### src/rtl/tv80_alu16_pkg.sv
// Shared types and constants for the 16-bit arithmetic sequencer around tv80_alu.
// Holds the op and state enums, the flag bit positions and the ALU operation codes.
package tv80_alu16_pkg;

   typedef enum logic [1:0] {
      ADD16 = 2'b00,
      ADC16 = 2'b01,
      SBC16 = 2'b10,
      ADDSP = 2'b11
   } op16_t;

   typedef enum logic [1:0] {
      IDLE = 2'b00,
      LO   = 2'b01,
      HI   = 2'b10
   } state_t;

   localparam int FLAG_C = 0;
   localparam int FLAG_N = 1;
   localparam int FLAG_P = 2;
   localparam int FLAG_X = 3;
   localparam int FLAG_H = 4;
   localparam int FLAG_Y = 5;
   localparam int FLAG_Z = 6;
   localparam int FLAG_S = 7;

   localparam logic [3:0] ALU_ADD = 4'd0;
   localparam logic [3:0] ALU_ADC = 4'd1;
   localparam logic [3:0] ALU_SUB = 4'd2;
   localparam logic [3:0] ALU_SBC = 4'd3;

endpackage

### src/rtl/tv80_alu16_seq.sv
// 16-bit ADD/ADC/SBC/ADD SP,e as two byte passes through tv80_alu, chaining flags between passes.
// done pulses two cycles after start is taken; start is ignored while busy (no queueing).
module tv80_alu16_seq
   import tv80_alu16_pkg::*;
#(
   parameter int ALU_OP_W = 4,
   parameter int FLAG_W   = 8
) (
   input  logic                clk,
   input  logic                reset_n,
   input  logic                start,
   input  logic [1:0]          op,
   input  logic [15:0]         a,
   input  logic [15:0]         b,
   input  logic [FLAG_W-1:0]   f_in,
   output logic                busy,
   output logic                done,
   output logic [15:0]         result,
   output logic [FLAG_W-1:0]   f_out,
   output logic [ALU_OP_W-1:0] alu_op,
   output logic [7:0]          alu_bus_a,
   output logic [7:0]          alu_bus_b,
   output logic [FLAG_W-1:0]   alu_f_in,
   output logic                alu_arith16,
   output logic                alu_z16,
   input  logic [7:0]          alu_q,
   input  logic [FLAG_W-1:0]   alu_f_out
);

   state_t            state, state_nxt;
   op16_t             op_q;
   logic [15:0]       a_q, b_q;
   logic [FLAG_W-1:0] fi_q, lo_flags, final_flags;

   always_ff @(posedge clk or negedge reset_n) begin
      if (!reset_n) begin
         state    <= IDLE;
         op_q     <= ADD16;
         a_q      <= '0;
         b_q      <= '0;
         fi_q     <= '0;
         lo_flags <= '0;
         result   <= '0;
         f_out    <= '0;
         done     <= 1'b0;
      end else begin
         state <= state_nxt;
         done  <= 1'b0;
         case (state)
            IDLE: if (start) begin
               op_q <= op16_t'(op);
               a_q  <= a;
               b_q  <= b;
               fi_q <= f_in;
            end
            LO: begin
               result[7:0] <= alu_q;
               lo_flags    <= alu_f_out;
            end
            HI: begin
               result[15:8] <= alu_q;
               f_out        <= final_flags;
               done         <= 1'b1;
            end
            default: ;
         endcase
      end
   end

   always_comb begin
      state_nxt   = state;
      alu_op      = ALU_ADD;
      alu_bus_a   = 8'h00;
      alu_bus_b   = 8'h00;
      alu_f_in    = '0;
      alu_arith16 = 1'b0;
      alu_z16     = 1'b0;
      final_flags = alu_f_out;
      case (state)
         IDLE: if (start) state_nxt = LO;
         LO: begin
            state_nxt   = HI;
            alu_bus_a   = a_q[7:0];
            alu_bus_b   = b_q[7:0];
            alu_f_in    = fi_q;
            alu_arith16 = (op_q == ADD16);
            case (op_q)
               ADC16:   alu_op = ALU_ADC;
               SBC16:   alu_op = ALU_SBC;
               default: alu_op = ALU_ADD;
            endcase
         end
         HI: begin
            state_nxt   = IDLE;
            alu_bus_a   = a_q[15:8];
            // The displacement e is signed, so its high byte is the sign extension.
            alu_bus_b   = (op_q == ADDSP) ? {8{b_q[7]}} : b_q[15:8];
            alu_f_in    = lo_flags;
            alu_arith16 = (op_q == ADD16);
            alu_z16     = (op_q == ADC16) || (op_q == SBC16);
            alu_op      = (op_q == SBC16) ? ALU_SBC : ALU_ADC;
            if (op_q == ADDSP) begin
               final_flags         = fi_q;
               final_flags[FLAG_Z] = 1'b0;
               final_flags[FLAG_N] = 1'b0;
               final_flags[FLAG_H] = lo_flags[FLAG_H];
               final_flags[FLAG_C] = lo_flags[FLAG_C];
            end
         end
         default: state_nxt = IDLE;
      endcase
   end

   assign busy = (state != IDLE);

endmodule
### config.mk
export PLATFORM = sky130hd
export DESIGN_NAME = tv80_alu16_seq
export DESIGN_NICKNAME = d
export VERILOG_FILES = /design/src/rtl/tv80_alu16_pkg.sv /design/src/rtl/tv80_alu16_seq.sv
export SDC_FILE = /design/constraint.sdc
export NUM_CORES = 1
export LEC_CHECK = 0
export BUFFER_PORTS_ARGS = -buffer_cell sky130_fd_sc_hd__buf_2
export CAP_MARGIN = 20
export CORE_MARGIN = 5
export CORE_UTILIZATION = 51
export DETAILED_ROUTE_END_ITERATION = 8
export MAX_ROUTING_LAYER = met4
export PLACE_DENSITY = 0.8
export SLEW_MARGIN = 0
export SYNTH_ARGS = -nofsm -noshare
export SYNTH_HDL_FRONTEND = slang
export SYNTH_SLANG_ARGS = --single-unit
### constraint.sdc
create_clock -name clk -period 2 [get_ports clk]
set_input_delay 0.1 -clock clk [delete_from_list [all_inputs] [get_ports clk]]
set_output_delay 0.1 -clock clk [all_outputs]
set_load 0.02 [all_outputs]
* Word level (Yosys, flattened, before mapping)
Index checks and enable logic that the tools add are counted.
** Operators by class
- Equality and inequality tests :: 6
- Muxes and demuxes :: 13
- Reduce and logical (&&, ||, !) cells :: 6
** Operators with widths (count)
- 8-bit one-hot mux with 2 select lines :: 3
- 8-bit two-way mux :: 2
- 2-bit one-hot mux with 2 select lines :: 3
- 2-bit equality test, second input constant :: 3
- 2-bit by 1-bit equality test with 1-bit output, second input constant :: 2
- 2-bit logical NOT :: 2
- 2-bit two-way mux :: 2
- 1-bit two-way mux :: 3
- 2-bit inequality test, second input constant :: 1
- 2-bit AND reduction :: 1
- 2-bit nonzero test :: 1
- 2-bit OR reduction :: 1
- 1-bit logical OR :: 1
** Word-level totals
- Flip-flop bits (word level) :: 77
- Input bits :: 61
- Output and inout bits :: 56
- Logic and storage cells :: 35

* Depth between registers and ports, before layout
Gate-level depths: netlist of the first run.
- Word-level depth :: 3
- Depth in mapped cells :: 6
- Gate-level depth less buffers :: 4

* Worst setup path after synthesis of the first run
OpenSTA, ideal clock, no wires.
- Kind :: reg-to-output
- From :: register state[0]
- To :: output alu_bus_b[0]
- Data arrival time :: 1495 ps
- Data required time :: 1900 ps
- Setup slack :: 405 ps
- Stages on the path, launching flop included :: 6
- Buffers on the path :: 1
- Cell sequence :: dfrtp_1 -> inv_1 -> ha_1 -> clkbuf_1 -> nand2_1 -> o2bb2ai_1
** On the way
- Longest elaborated chain between the ends :: 2
- Elaborated cells between the ends (all ways) :: 3
- Those cells by class :: eq/ne: 2; mux: 1
** RTL lines
- start: declaration :: RTL line tv80_alu16_seq.sv:30 : state_t state, state_nxt;
- start signal: assignment :: RTL line tv80_alu16_seq.sv:47 : state <= state_nxt;
- 2-bit equality test / 2-bit by 1-bit equality test with 1-bit output (equally long branches) :: RTL line tv80_alu16_seq.sv:79 : case (state)
- 8-bit one-hot mux with 2 select lines * :: RTL line tv80_alu16_seq.sv:79
- end: declaration :: RTL line tv80_alu16_seq.sv:22 : output logic [7:0] alu_bus_b,
Mark *: on every way between the ends. The rest lies on a longest branch, timed or not.

* Final worst setup path of the first run
- From :: register state[1]
- To :: output alu_bus_a[2]
** On the way
- Longest elaborated chain between the ends :: 2
- Elaborated cells between the ends (all ways) :: 3
- Those cells by class :: eq/ne: 2; mux: 1
** RTL lines
- 2-bit equality test / 2-bit by 1-bit equality test with 1-bit output (equally long branches) :: RTL line tv80_alu16_seq.sv:79
- 8-bit one-hot mux with 2 select lines * :: RTL line tv80_alu16_seq.sv:79
- end: declaration :: RTL line tv80_alu16_seq.sv:21 : output logic [7:0] alu_bus_a,
Marks and branches as above.

==> out/results.txt, run 1 <==
The tools report the origin of the worst min-delay path as start. In this run the standard cell core region covers 7137 um^2. The share of layout cells above drive strength 1 is 0.4628. The maximum count of clock buffers along a single path is 2. In this run the critical register-to-register path is captured at b_q[15]. VDD sags by at most 0.8556 mV. The number of buffers and inverters on the critical path is 3. The library cells used most frequently in the layout, excluding fill and tap cells, are 113 x sky130_fd_sc_hd__buf_2, 76 x sky130_fd_sc_hd__dfrtp_1, 59 x sky130_fd_sc_hd__dlygate4sd3_1. Max-cap violations in this run came to 0. The clock sink count was 77; the global router's overall resource usage was 0.2237.

The number of failing setup endpoints in the final timing report was 0. The sum of net half-perimeters after detailed placement came out at 6051 um. Critical register-to-register path startpoint: state[0].

The worst hold path terminates at state[0]. Traced cell by cell, the critical path runs through inv_2 -> ha_2 -> buf_4 -> a22oi_1 -> nor2b_1 -> buf_2. The tools report the nature of the critical path startpoint as a flop. Root buffer selected by CTS: sky130_fd_sc_hd__clkbuf_8. The first global-routing pass estimated 14710 um of wire.

The tools report the starting density of the core as 0.5165. For the maximum level of the CTS H-tree, the log shows 3. The logs give 0.5227 for the sequential area share after synthesis and 0 for the total congestion overflow. The library cell used most frequently in the layout, excluding fill and tap cells, is sky130_fd_sc_hd__buf_2.

In the routed design, unresolved DRC markers number 0. The average routed wire per standard cell is 16.95 um, and the number of cells on the worst reg-to-reg path is 5. The total number of nets in the final design is 508. The clock transition at the register clock pins on the worst setup and hold paths after CTS was 0.08 ns.

Grouping stages by cell kind, the critical path spends the most delay in buffers and inverters. Static timing analysis puts the maximum clock frequency at 526.9 MHz. For the final routed database, the setup TNS stands at 0 ns. The die height is 95.02 um, and the static power due to leakage is 2.549 nW. TritonCTS built the clock tree. The synthesized netlist contains 26 unique library cells. The worst register-to-register path has a setup slack of 0.48 ns. The routed wire length on met3 is 341 um, and the final period utilization is 0.9489. Of all nets on the critical path, the largest fanout is 9. Critical path endpoint category: a primary output. The area growth from synthesis to layout is 40.63%.

The run gives 1.80 ns as the arrival time at the worst endpoint. Along the worst hold path, the cell count comes to 3. The CTS buffer count came out at 9. The highest metal layer carrying signal wires in the routed design is met4. The first TritonRoute pass finished after 4 iterations. The time the final worst path needs with I/O delays and setup is 1.898 ns, and the number of synthesized register bits is 77.

The filler cells instantiated in the layout total 512. Measured along the x axis, the die boundary spans 95.02 um. Source-to-sink clock delay at the later pin of the worst-skew pair: 0.34 ns.

The detailed-route wire length on metal 1 is 3736 um. The tools report the final number of hold-violating endpoints as 0. The final count of pins violating max slew is 0, and the delay of the slowest cell on the worst path is 0.45 ns. The required time reported for the critical path endpoint came out at 1.90 ns. The run finished with clean final reports.

During synthesis, Yosys emitted a total of 0 warnings. The first routing iteration left 98 violations. The run gives 2967 as the via count of the first global-routing pass. The completed layout was analyzed and its total power is 0.008381 W. The number of antenna violations at the first check in global routing is 0. Using the TritonRoute via totals, the vias-per-cell ratio works out to 5.024.

The routed design has 9206 um of wire. The die covers 9028 um^2. The count of nets left with antenna violations once routing finished came out at 0. Input and output buffers added on the ports amount to 114.

Worst clock skew on the final layout: 0.009031 ns. 117 I/O pins were placed. Setup repair after global routing left no endpoint under its margin. Power density normalized to cell area: 1617 nW/um^2.

Across all layers, the routed design uses 2728 vias. The gate count after technology mapping is 264, and the average cell area after synthesis is 13.96 um^2. In this run the cell area of the synthesized design comes to 3686 um^2. The logs give 45 for the largest net degree at the start of global routing and 0.8251 for the routability congestion estimate. For this design, the slowest cell found on the critical path is sky130_fd_sc_hd__dfrtp_2. After detailed routing, the met2 layer carries 4855 um of wire. The tightest min-delay check is of the in2reg type. The worst setup path is of the reg2out kind. The floorplan has 31 rows.
## worst max path at each step
| stage | start | end | cells after the start |
|---|---|---|---|
| 2_1_floorplan | state[0] | alu_bus_b[0] | 5 |
| 3_3_place_gp | state[1] | alu_bus_b[6] | 5 |
| 3_5_place_dp | state[0] | alu_f_in[4] | 6 |
| 4_1_cts | state[1] | alu_bus_a[6] | 5 |
| 5_1_grt | state[1] | alu_bus_a[2] | 6 |
| 6_report | state[1] | alu_bus_a[2] | 6 |
## worst reg2reg max path, stage by stage, from the launching register on
cell and delay [ns]:
sky130_fd_sc_hd__dfrtp_1 0.42, sky130_fd_sc_hd__inv_2 0.11, sky130_fd_sc_hd__ha_4 0.18, sky130_fd_sc_hd__nand2_2 0.08, sky130_fd_sc_hd__buf_12 0.26, sky130_fd_sc_hd__mux2_1 0.37
## synthesized netlist by cell type
cell type | number | share of area
sky130_fd_sc_hd__buf_6 | 4 | 0.012
sky130_fd_sc_hd__and2_1 | 3 | 0.0051
sky130_fd_sc_hd__mux2_1 | 9 | 0.027
sky130_fd_sc_hd__nor2b_1 | 18 | 0.031
sky130_fd_sc_hd__o21ai_1 | 2 | 0.0027
sky130_fd_sc_hd__buf_4 | 4 | 0.0081
sky130_fd_sc_hd__nand2_1 | 3 | 0.0031
sky130_fd_sc_hd__nand4b_1 | 1 | 0.0024
sky130_fd_sc_hd__a21oi_1 | 8 | 0.011
sky130_fd_sc_hd__nand2b_1 | 1 | 0.0017
sky130_fd_sc_hd__conb_1 | 1 | 0.0010
sky130_fd_sc_hd__o2bb2ai_1 | 6 | 0.014
sky130_fd_sc_hd__nand3_1 | 1 | 0.0014
sky130_fd_sc_hd__mux2_4 | 40 | 0.16
sky130_fd_sc_hd__mux2_2 | 19 | 0.058
sky130_fd_sc_hd__a22oi_1 | 16 | 0.033
sky130_fd_sc_hd__a22o_1 | 2 | 0.0048
sky130_fd_sc_hd__clkbuf_1 | 6 | 0.0061
sky130_fd_sc_hd__buf_2 | 7 | 0.0095
sky130_fd_sc_hd__nor2_1 | 6 | 0.0061
sky130_fd_sc_hd__ha_1 | 9 | 0.031
sky130_fd_sc_hd__inv_1 | 6 | 0.0061
sky130_fd_sc_hd__mux2i_1 | 13 | 0.035
sky130_fd_sc_hd__dfrtp_1 | 77 | 0.52
sky130_fd_sc_hd__nand2_2 | 1 | 0.0017
sky130_fd_sc_hd__o211a_1 | 1 | 0.0027
## layout make-up
class | count | area, um^2 | share of cell area
multi-input cells | 161 | 1639 | 0.3162
inverters | 6 | 22.52 | 0.004345
flip-flops and latches | 77 | 1928 | 0.3720
diodes | 1 | 2.502 | 0.0004827
repair buffers | 183 | 1284 | 0.2476
clock inverters | 4 | 48.80 | 0.009413
well taps | 99 | 123.9 | 0.02390
clock buffers | 12 | 135.1 | 0.02607
## report_power, final
| group | total (W) | switching, W | internal (W) |
|---|---|---|---|
| sequential | 0.00287 | 0.000512 | 0.00236 |
| combinational | 0.00440 | 0.00221 | 0.00219 |
| clock | 0.00111 | 0.000533 | 0.000576 |
| total | 0.00838 | 0.00326 | 0.00513 |
## state kept, by name (all words and copies together) (netlist names)
signal    cells
done          1
fi_q          8
op_q          2
result       16
state         2
lo_flags      8
f_out         8
a_q          16
b_q          16
## cell families (layout without fill, tap and decap cells)
logic type / Yosys count / after routing / synth area share
AND/OR/NAND/NOR: 34 / 34 / 0.05194
flip-flops: 77 / 77 / 0.5227
adder cells (fa/ha/maj): 9 / 9 / 0.03055
AO/OA/AOI/OAI: 35 / 35 / 0.06789
multiplexers: 81 / 81 / 0.2838
buffers and inverters: 27 / 205 / 0.04209
other: 1 / 3 / 0.001017
## metal layers
metal  global-route usage  up-vias
met5                    -        -
met4               0.1118        0
met3              0.03788       23
met2               0.3776       80
met1               0.2582     1353
li1                     -     1272
## timing repair
| item | 4_1_cts | 5_1_grt |
|---|---|---|
| hold endpoints to repair | 96 | 0 |
| resized for setup | 3 | 12 |
| hold buffers | 59 | 0 |
| gates cloned | 0 | 0 |
| buffers inserted | 0 | 0 |
| setup endpoints to repair | 18 | 27 |
## through the flow
step / instance area [um^2] / instances / utilization / setup slack [ns] / hold WS, ns
after global routing: 5181 / 542 / 0.7260 / 0.005200 / 0.1828
final: 5184 / 543 / 0.7263 / 0.1022 / 0.1836
after global placement: 4354 / 467 / 0.6101 / 0.4029 / 0.06909
after detailed placement: 4354 / 467 / 0.6101 / 0.3226 / 0.07794
after floorplan: 3690 / 265 / - / 0.4045 / -0.1956
after CTS: 5136 / 542 / 0.7197 / 0.01101 / 0.1683
Power figures use the tool's default switching activity.
==> inputs of run 2 (changes only) <==
--- a/config.mk
+++ b/config.mk
@@ -9,9 +9,10 @@
 export CAP_MARGIN = 20
 export CORE_MARGIN = 5
 export CORE_UTILIZATION = 51
+export CTS_CLUSTER_DIAMETER = 120
 export DETAILED_ROUTE_END_ITERATION = 8
 export MAX_ROUTING_LAYER = met4
-export PLACE_DENSITY = 0.8
+export PLACE_DENSITY = 0.76
 export SLEW_MARGIN = 0
 export SYNTH_ARGS = -nofsm -noshare
 export SYNTH_HDL_FRONTEND = slang
==> run 2 against run 1 <==
Compared with the run above:
- sequential power barely moved
- global-route usage fell by 0.73 points
- worst hold slack got worse by 0.17 ns
- clock skew rose by 0.0041 ns
- critical path depth did not move
- combinational power fell by 2%
- critical path type unchanged
==> out/results.txt, run 2 (synthesis gave the netlist of run 1 again) <==
For this design the ratio of total power to cell area is 1614 nW/um^2. In the layout the commonest cells are 113 x sky130_fd_sc_hd__buf_2, 77 x sky130_fd_sc_hd__dfrtp_1, 57 x sky130_fd_sc_hd__dlygate4sd3_1. The region available for standard cell placement spans 7137 um^2. Dividing the detail-routed via count by the number of cells gives 4.926. The tools report the static power due to leakage as 2.547 nW.

The number of detailed-route iterations in the first pass is 6. At the pin with the least slew margin, the transition time is 0.5074 ns. The tools report the required time reported for the critical path endpoint as 1.90 ns.

At the worst endpoint, the arrival time is 1.80 ns. After filler insertion, the fill cell instance count of the layout stands at 523. Between clock sinks in the finished design, the worst skew comes to 0.01314 ns.

The die is 95.02 um tall. Wires add up to 8849 um. TritonCTS built the clock tree.

Compared with the post-synthesis result, the final layout area differs by 39.55%. The DRC violations left came out at 0. The largest registers in the layout are a_q (16), b_q (16), result (16). The category of the critical setup timing path was reg2out. The later pin in the worst-skew pair is clocked with a latency of 0.35 ns. The number of failing setup endpoints in the final timing report is 0.

The logs give 0.6617 for the worst-case headroom to the max-slew limit and 0.2164 for the global router's overall resource usage. 117 I/O pins were placed. The tool flagged a number of max-cap violations equal to 0. The share of layout cells above drive strength 1 was 0.4580. No sink is reached through more buffers than the 2 on the longest clock path. The via count of the first global-routing pass came out at 2978. The largest net degree at the start of global routing is 40. The run finished with clean final reports.

Port buffering added 114 buffers. Across the VDD grid, the largest voltage drop is 0.7922 mV. The largest fanout on the critical path is 9, and the final count of pins violating max slew is 0.

Clock-pin slew was measured on the worst setup and hold paths at 0.08 ns. In this run the number of H-tree levels came out at 3. The average routed wire per standard cell works out to 16.39 um. The tools report the count of nets left with antenna violations after detail routing as 0.

0 antenna diodes ended up in the layout. The pre-CTS worst setup slack was 0.3709 ns; the setup slack on the worst flop-to-flop path was 0.37 ns. The total number of nets in the final design came out at 506.

Root buffer selected by CTS: sky130_fd_sc_hd__clkbuf_8. Violation count after the first detailed-routing iteration: 59. Detailed routing placed a total of 4641 um of wire on met2. The logs give 0.5165 for the starting density of the core and 0.7207 for the end-of-flow core utilization.

Number of antenna violations at the first check in global routing: 0. In this run the top signal layer used is met4. The type of the tightest min-delay check is in2reg. The final number of hold-violating endpoints was 0. Setup repair after global routing could not meet its margin everywhere. Once detailed placement completed, the half-perimeter wirelength came to 5888 um. STA classifies the critical path endpoint as a primary output. Buffers added to address setup during post-CTS repair amount to 0. Leaving out fill and tap cells, the most frequent cell in the layout is sky130_fd_sc_hd__buf_2. The routed via count was 2660. The routed wire length on met3 was 333 um. The total congestion overflow was 0. STA classifies the critical path startpoint as a flop.

The clock drives 77 sinks. The number of standard-cell rows in the floorplan is 31, and the die extent in x is 95.02 um. The detailed-route wire length on metal 1 was 3670 um. The CTS buffer count is 9. The wire length of the first global-routing pass came out at 14430 um.

The die outline area is 9028 um^2. The final period utilization was 0.9521. Subtracting the final worst setup slack from the clock period gives 1.904 ns. In the post-route analysis, the smallest setup slack over all paths is 0.09574 ns. The tools report the routability congestion estimate as 0.7399. For this run, the top clock speed supported by timing is 525.1 MHz.
==> run 2: through the flow <==
stage               instance area (um^2)  instances  hold slack, ns  total power, W  TNS (ns)
floorplan                           3690        265         -0.1956        0.005848         0
global placement                    4367        467          0.1004        0.006946         0
detailed placement                  4367        467          0.1084        0.007075         0
CTS                                 5117        539        0.001303        0.008303         0
global route                        5144        540         0.01021        0.008837   -0.2043
finish                              5144        540        0.009236        0.008301         0
==> run 2: worst paths after layout <==
kind                               from      endpoint  cells after the start
setup reg to reg               state[0]       b_q[15]                      5
min in group asynchronous       reset_n     result[1]                      2
max in group asynchronous       reset_n        b_q[3]                      3
hold reg to reg               result[1]     result[1]                      1
setup / recovery               state[0]  alu_bus_b[2]                      6
hold / removal             alu_f_out[4]   lo_flags[4]                      2
==> run 2: layout make-up <==
class	count	area, um^2	share of cell area
clock buffer	9	123.9	0.02408
inverter	6	22.52	0.004378
clock inverter	7	66.31	0.01289
tap	99	123.9	0.02408
sequential	77	1927	0.3746
timing repair buffer	181	1269	0.2467
multi-input combinational	161	1612	0.3133
==> run 2: repair_timing <==
action                                  4_1_cts  5_1_grt
endpoints found under the setup margin        0       22
gates resized for setup                       0        5
hold endpoints to repair                    101        1
hold buffers                                 56        1
==> run 2: routing by layer <==
metal,up-vias,track usage
met2,71,0.3770
li1,1267,-
met5,-,-
met3,13,0.03946
met4,0,0.07933
met1,1309,0.2497
==> run 2: report_power, final <==
group          switching [W]  total [W]  leakage, nW  internal, W
Combinational        0.00218    0.00432         1.55      0.00215
Sequential          0.000484    0.00284        0.903      0.00235
Clock               0.000570    0.00114       0.0987     0.000569
Total                0.00323    0.00830         2.55      0.00507
==> run 2: critical path, cell delays in order, from the launching register on <==
cell                      delay (ns)
sky130_fd_sc_hd__dfrtp_1        0.39
sky130_fd_sc_hd__inv_1          0.11
sky130_fd_sc_hd__ha_1           0.36
sky130_fd_sc_hd__buf_4          0.19
sky130_fd_sc_hd__nand2_1        0.06
sky130_fd_sc_hd__o21ai_1        0.15
sky130_fd_sc_hd__buf_2          0.19
==> inputs of run 3 (changes only) <==
--- a/config.mk
+++ b/config.mk
@@ -7,6 +7,7 @@
 export LEC_CHECK = 0
 export BUFFER_PORTS_ARGS = -buffer_cell sky130_fd_sc_hd__buf_2
 export CAP_MARGIN = 20
+export CORE_ASPECT_RATIO = 0.9
 export CORE_MARGIN = 5
 export CORE_UTILIZATION = 51
 export CTS_CLUSTER_DIAMETER = 120
==> run 3 against run 2 <==
Compared with the run above:
- sequential share of layout area down 0.16 points
- maximum frequency down 2.6%
- largest cell class unchanged
- clock power down 5%
- worst hold slack better by 0.0077 ns
==> out/results.txt, run 3 (synthesis gave the netlist of run 1 again) <==
The run finished with clean final reports. After global routing, the most crowded layer is met2. Die outline area: 9030 um^2. TritonCTS built the clock tree.

STA puts the critical path data arrival time at 1.86 ns. In the final layout, the registers with the most flip-flops are a_q (16), b_q (16), result (16). Setup repair after global routing could not meet its margin everywhere. The via count of the first global-routing pass was 2967; the met2 routing resource usage after global routing was 0.3574. The run gives 0 as the count of nets left with antenna violations after detail routing. Fmax: 511.4 MHz.

The final layout contains 507 nets. In the layout the commonest cells are 112 x sky130_fd_sc_hd__buf_2, 77 x sky130_fd_sc_hd__dfrtp_1, 56 x sky130_fd_sc_hd__dlygate4sd3_1. The worst hold path belongs to the class in2reg. For the number of standard-cell rows in the floorplan, the log shows 29. The number of antenna violations at the first check in global routing was 0.

The time the final worst path needs with I/O delays and setup is 1.955 ns. The later pin in the worst-skew pair is clocked with a latency of 0.34 ns. The internal power of the cells totals 0.005135 W.

Across the VDD grid, the largest voltage drop is 0.8476 mV. The average routed wire per standard cell was 16.92 um; the largest fanout on the critical path was 17. The final number of hold-violating endpoints was 0; the die height was 90.65 um.

Summing all placed instances gives a cell area of 4367 um^2. The CTS buffer count is 9. The power density normalized to cell area came out at 1621 nW/um^2. The total area inside the core boundary comes to 7039 um^2. Root buffer selected by CTS: sky130_fd_sc_hd__clkbuf_8. The net switching power came out at 0.003240 W. The via-per-instance ratio came out at 5.024. After clock tree synthesis, the clock-pin slew on the worst setup and hold paths is 0.07 ns.

The logs give 0.340 for the share of total power in sequential cells and 0.7247 for the routability congestion estimate. Maximum level of the CTS H-tree: 3. The most frequent standard cell in the layout excluding fill and tap cells is sky130_fd_sc_hd__buf_2. The share of layout cells above drive strength 1 is 0.4661. For the largest net degree at the start of global routing, the log shows 46.

Worst clock skew on the final layout: 0.005040 ns. The final period utilization was 0.9777; the worst-case headroom to the max-slew limit was 0.6123. 117 I/O pins were placed. The static power due to leakage is 2.560 nW. The worst setup path is of the reg2out kind. In the routed design, unresolved DRC markers number 0.

STA classifies the critical path startpoint as a flop. For the wire length of the first global-routing pass, the log shows 14700 um. The worst setup path is captured at a primary output. The die extent in x came out at 99.62 um. For this design, the sink count on the clock tree is 77. The run gives 0.129 as the share of total power in the clock network. The final count of pins violating max slew is 0, and the reported max-cap violation count is 0. 0 antenna diodes ended up in the layout. The maximum count of clock buffers along a single path was 2.

The routing usage on met3 came out at 0.04015. For the pin with the worst max-slew slack, the measured transition is 0.5815 ns. The logs give 0.5236 for the starting density of the core and 0.2516 for the met1 track demand over resource in global routing.

The post-route standard cell area excluding fillers was 5166 um^2; the total congestion overflow was 0. The logs give 0.531 for the share of total power in combinational logic and 0 ns for the final-layout setup total negative slack. The final layout contains routed wiring with a total length of 9054 um. The global router's overall resource usage is 0.2122, and the sum of net half-perimeters after detailed placement is 5842 um. The run gives 4 as the number of detailed-route iterations in the first pass. Count of buffers inserted at the top-level ports: 114. After the first detailed-routing iteration, the DRC count stood at 52. STA puts the critical path data required time at 1.90 ns. For this block, the via count after detailed routing is 2688.

Switching power share of the total: 0.3868. Setup violations remaining at the end of the flow were counted as 0. The area growth from synthesis to layout is 40.16%.
-- run 3: cell count changes in the layout (fill, tap and decap cells not counted), sizes merged --
cell,before,now
dlygate4sd3,57,56
bufinv,1,0
clkbuf,9,14
buf,124,125
clkinvlp,1,0
clkinv,5,3
-- run 3: final timing paths --
| path | start | to | slack [ns] | depth (start not counted) |
|---|---|---|---|---|
| setup / recovery | state[1] | alu_bus_b[7] | 0.04 | 6 |
| hold / removal | alu_q[3] | result[3] | 0.02 | 2 |
| setup reg to reg | state[1] | result[0] | 0.45 | 4 |
| hold reg to reg | b_q[15] | b_q[15] | 0.50 | 1 |
| max in group asynchronous | reset_n | b_q[14] | 1.14 | 3 |
| min in group asynchronous | reset_n | result[12] | 0.31 | 2 |
-- run 3: power groups by stage --
stage | logic, W | clock network, W | registers, W
5_1_grt | 0.00477 | 0.00117 | 0.00295
3_5_place_dp | 0.00422 | 0 | 0.00285
6_report | 0.00445 | 0.00108 | 0.00285
4_1_cts | 0.00434 | 0.00111 | 0.00284
2_1_floorplan | 0.00282 | 0 | 0.00303
3_3_place_gp | 0.00412 | 0 | 0.00282
-- run 3: final cells by class --
class / count / area, um^2
clock buffers: 13 / 168.9
clock inverters: 3 / 18.77
fillers: 487 / 1873
inverters: 6 / 22.52
multi-input cells: 161 / 1628
flip-flops and latches: 77 / 1927
well taps: 93 / 116.4
repair buffers: 182 / 1285
-- run 3: per-stage QoR --
stage	instances	utilization	power (W)	hold WS, ns	worst slack (ns)
after floorplan	265	-	0.005848	-0.1956	0.4045
after global placement	462	0.6203	0.006940	0.1314	0.3807
after detailed placement	462	0.6203	0.007076	0.1410	0.2542
after CTS	534	0.7277	0.008296	0.001009	0.03927
after global routing	535	0.7339	0.008890	0.006524	-0.06707
final	535	0.7339	0.008375	0.01690	0.04468
-- run 3: what timing repair did --
item / in CTS / in global routing
gates cloned: 0 / 1
hold endpoints to repair: 106 / 0
setup endpoints to repair: 6 / 21
hold buffers: 56 / 0
gates resized for setup: 4 / 5
setup buffers: 0 / 0
-- run 3: metal layers --
metal,vias to the layer above,share of wire,routed length [um]
li1,1270,-,-
met1,1325,0.41,3719
met2,74,0.53,4807
met3,19,0.035,315
met4,0,0.023,212
met5,-,0,0
-- run 3: worst max-delay path, cell delays in order, from the launching register on --
cell and delay [ns]:
sky130_fd_sc_hd__dfrtp_1 0.42, sky130_fd_sc_hd__inv_1 0.17, sky130_fd_sc_hd__ha_2 0.29, sky130_fd_sc_hd__buf_12 0.17, sky130_fd_sc_hd__a21oi_1 0.05, sky130_fd_sc_hd__o21ai_1 0.20
sky130_fd_sc_hd__buf_2 0.20
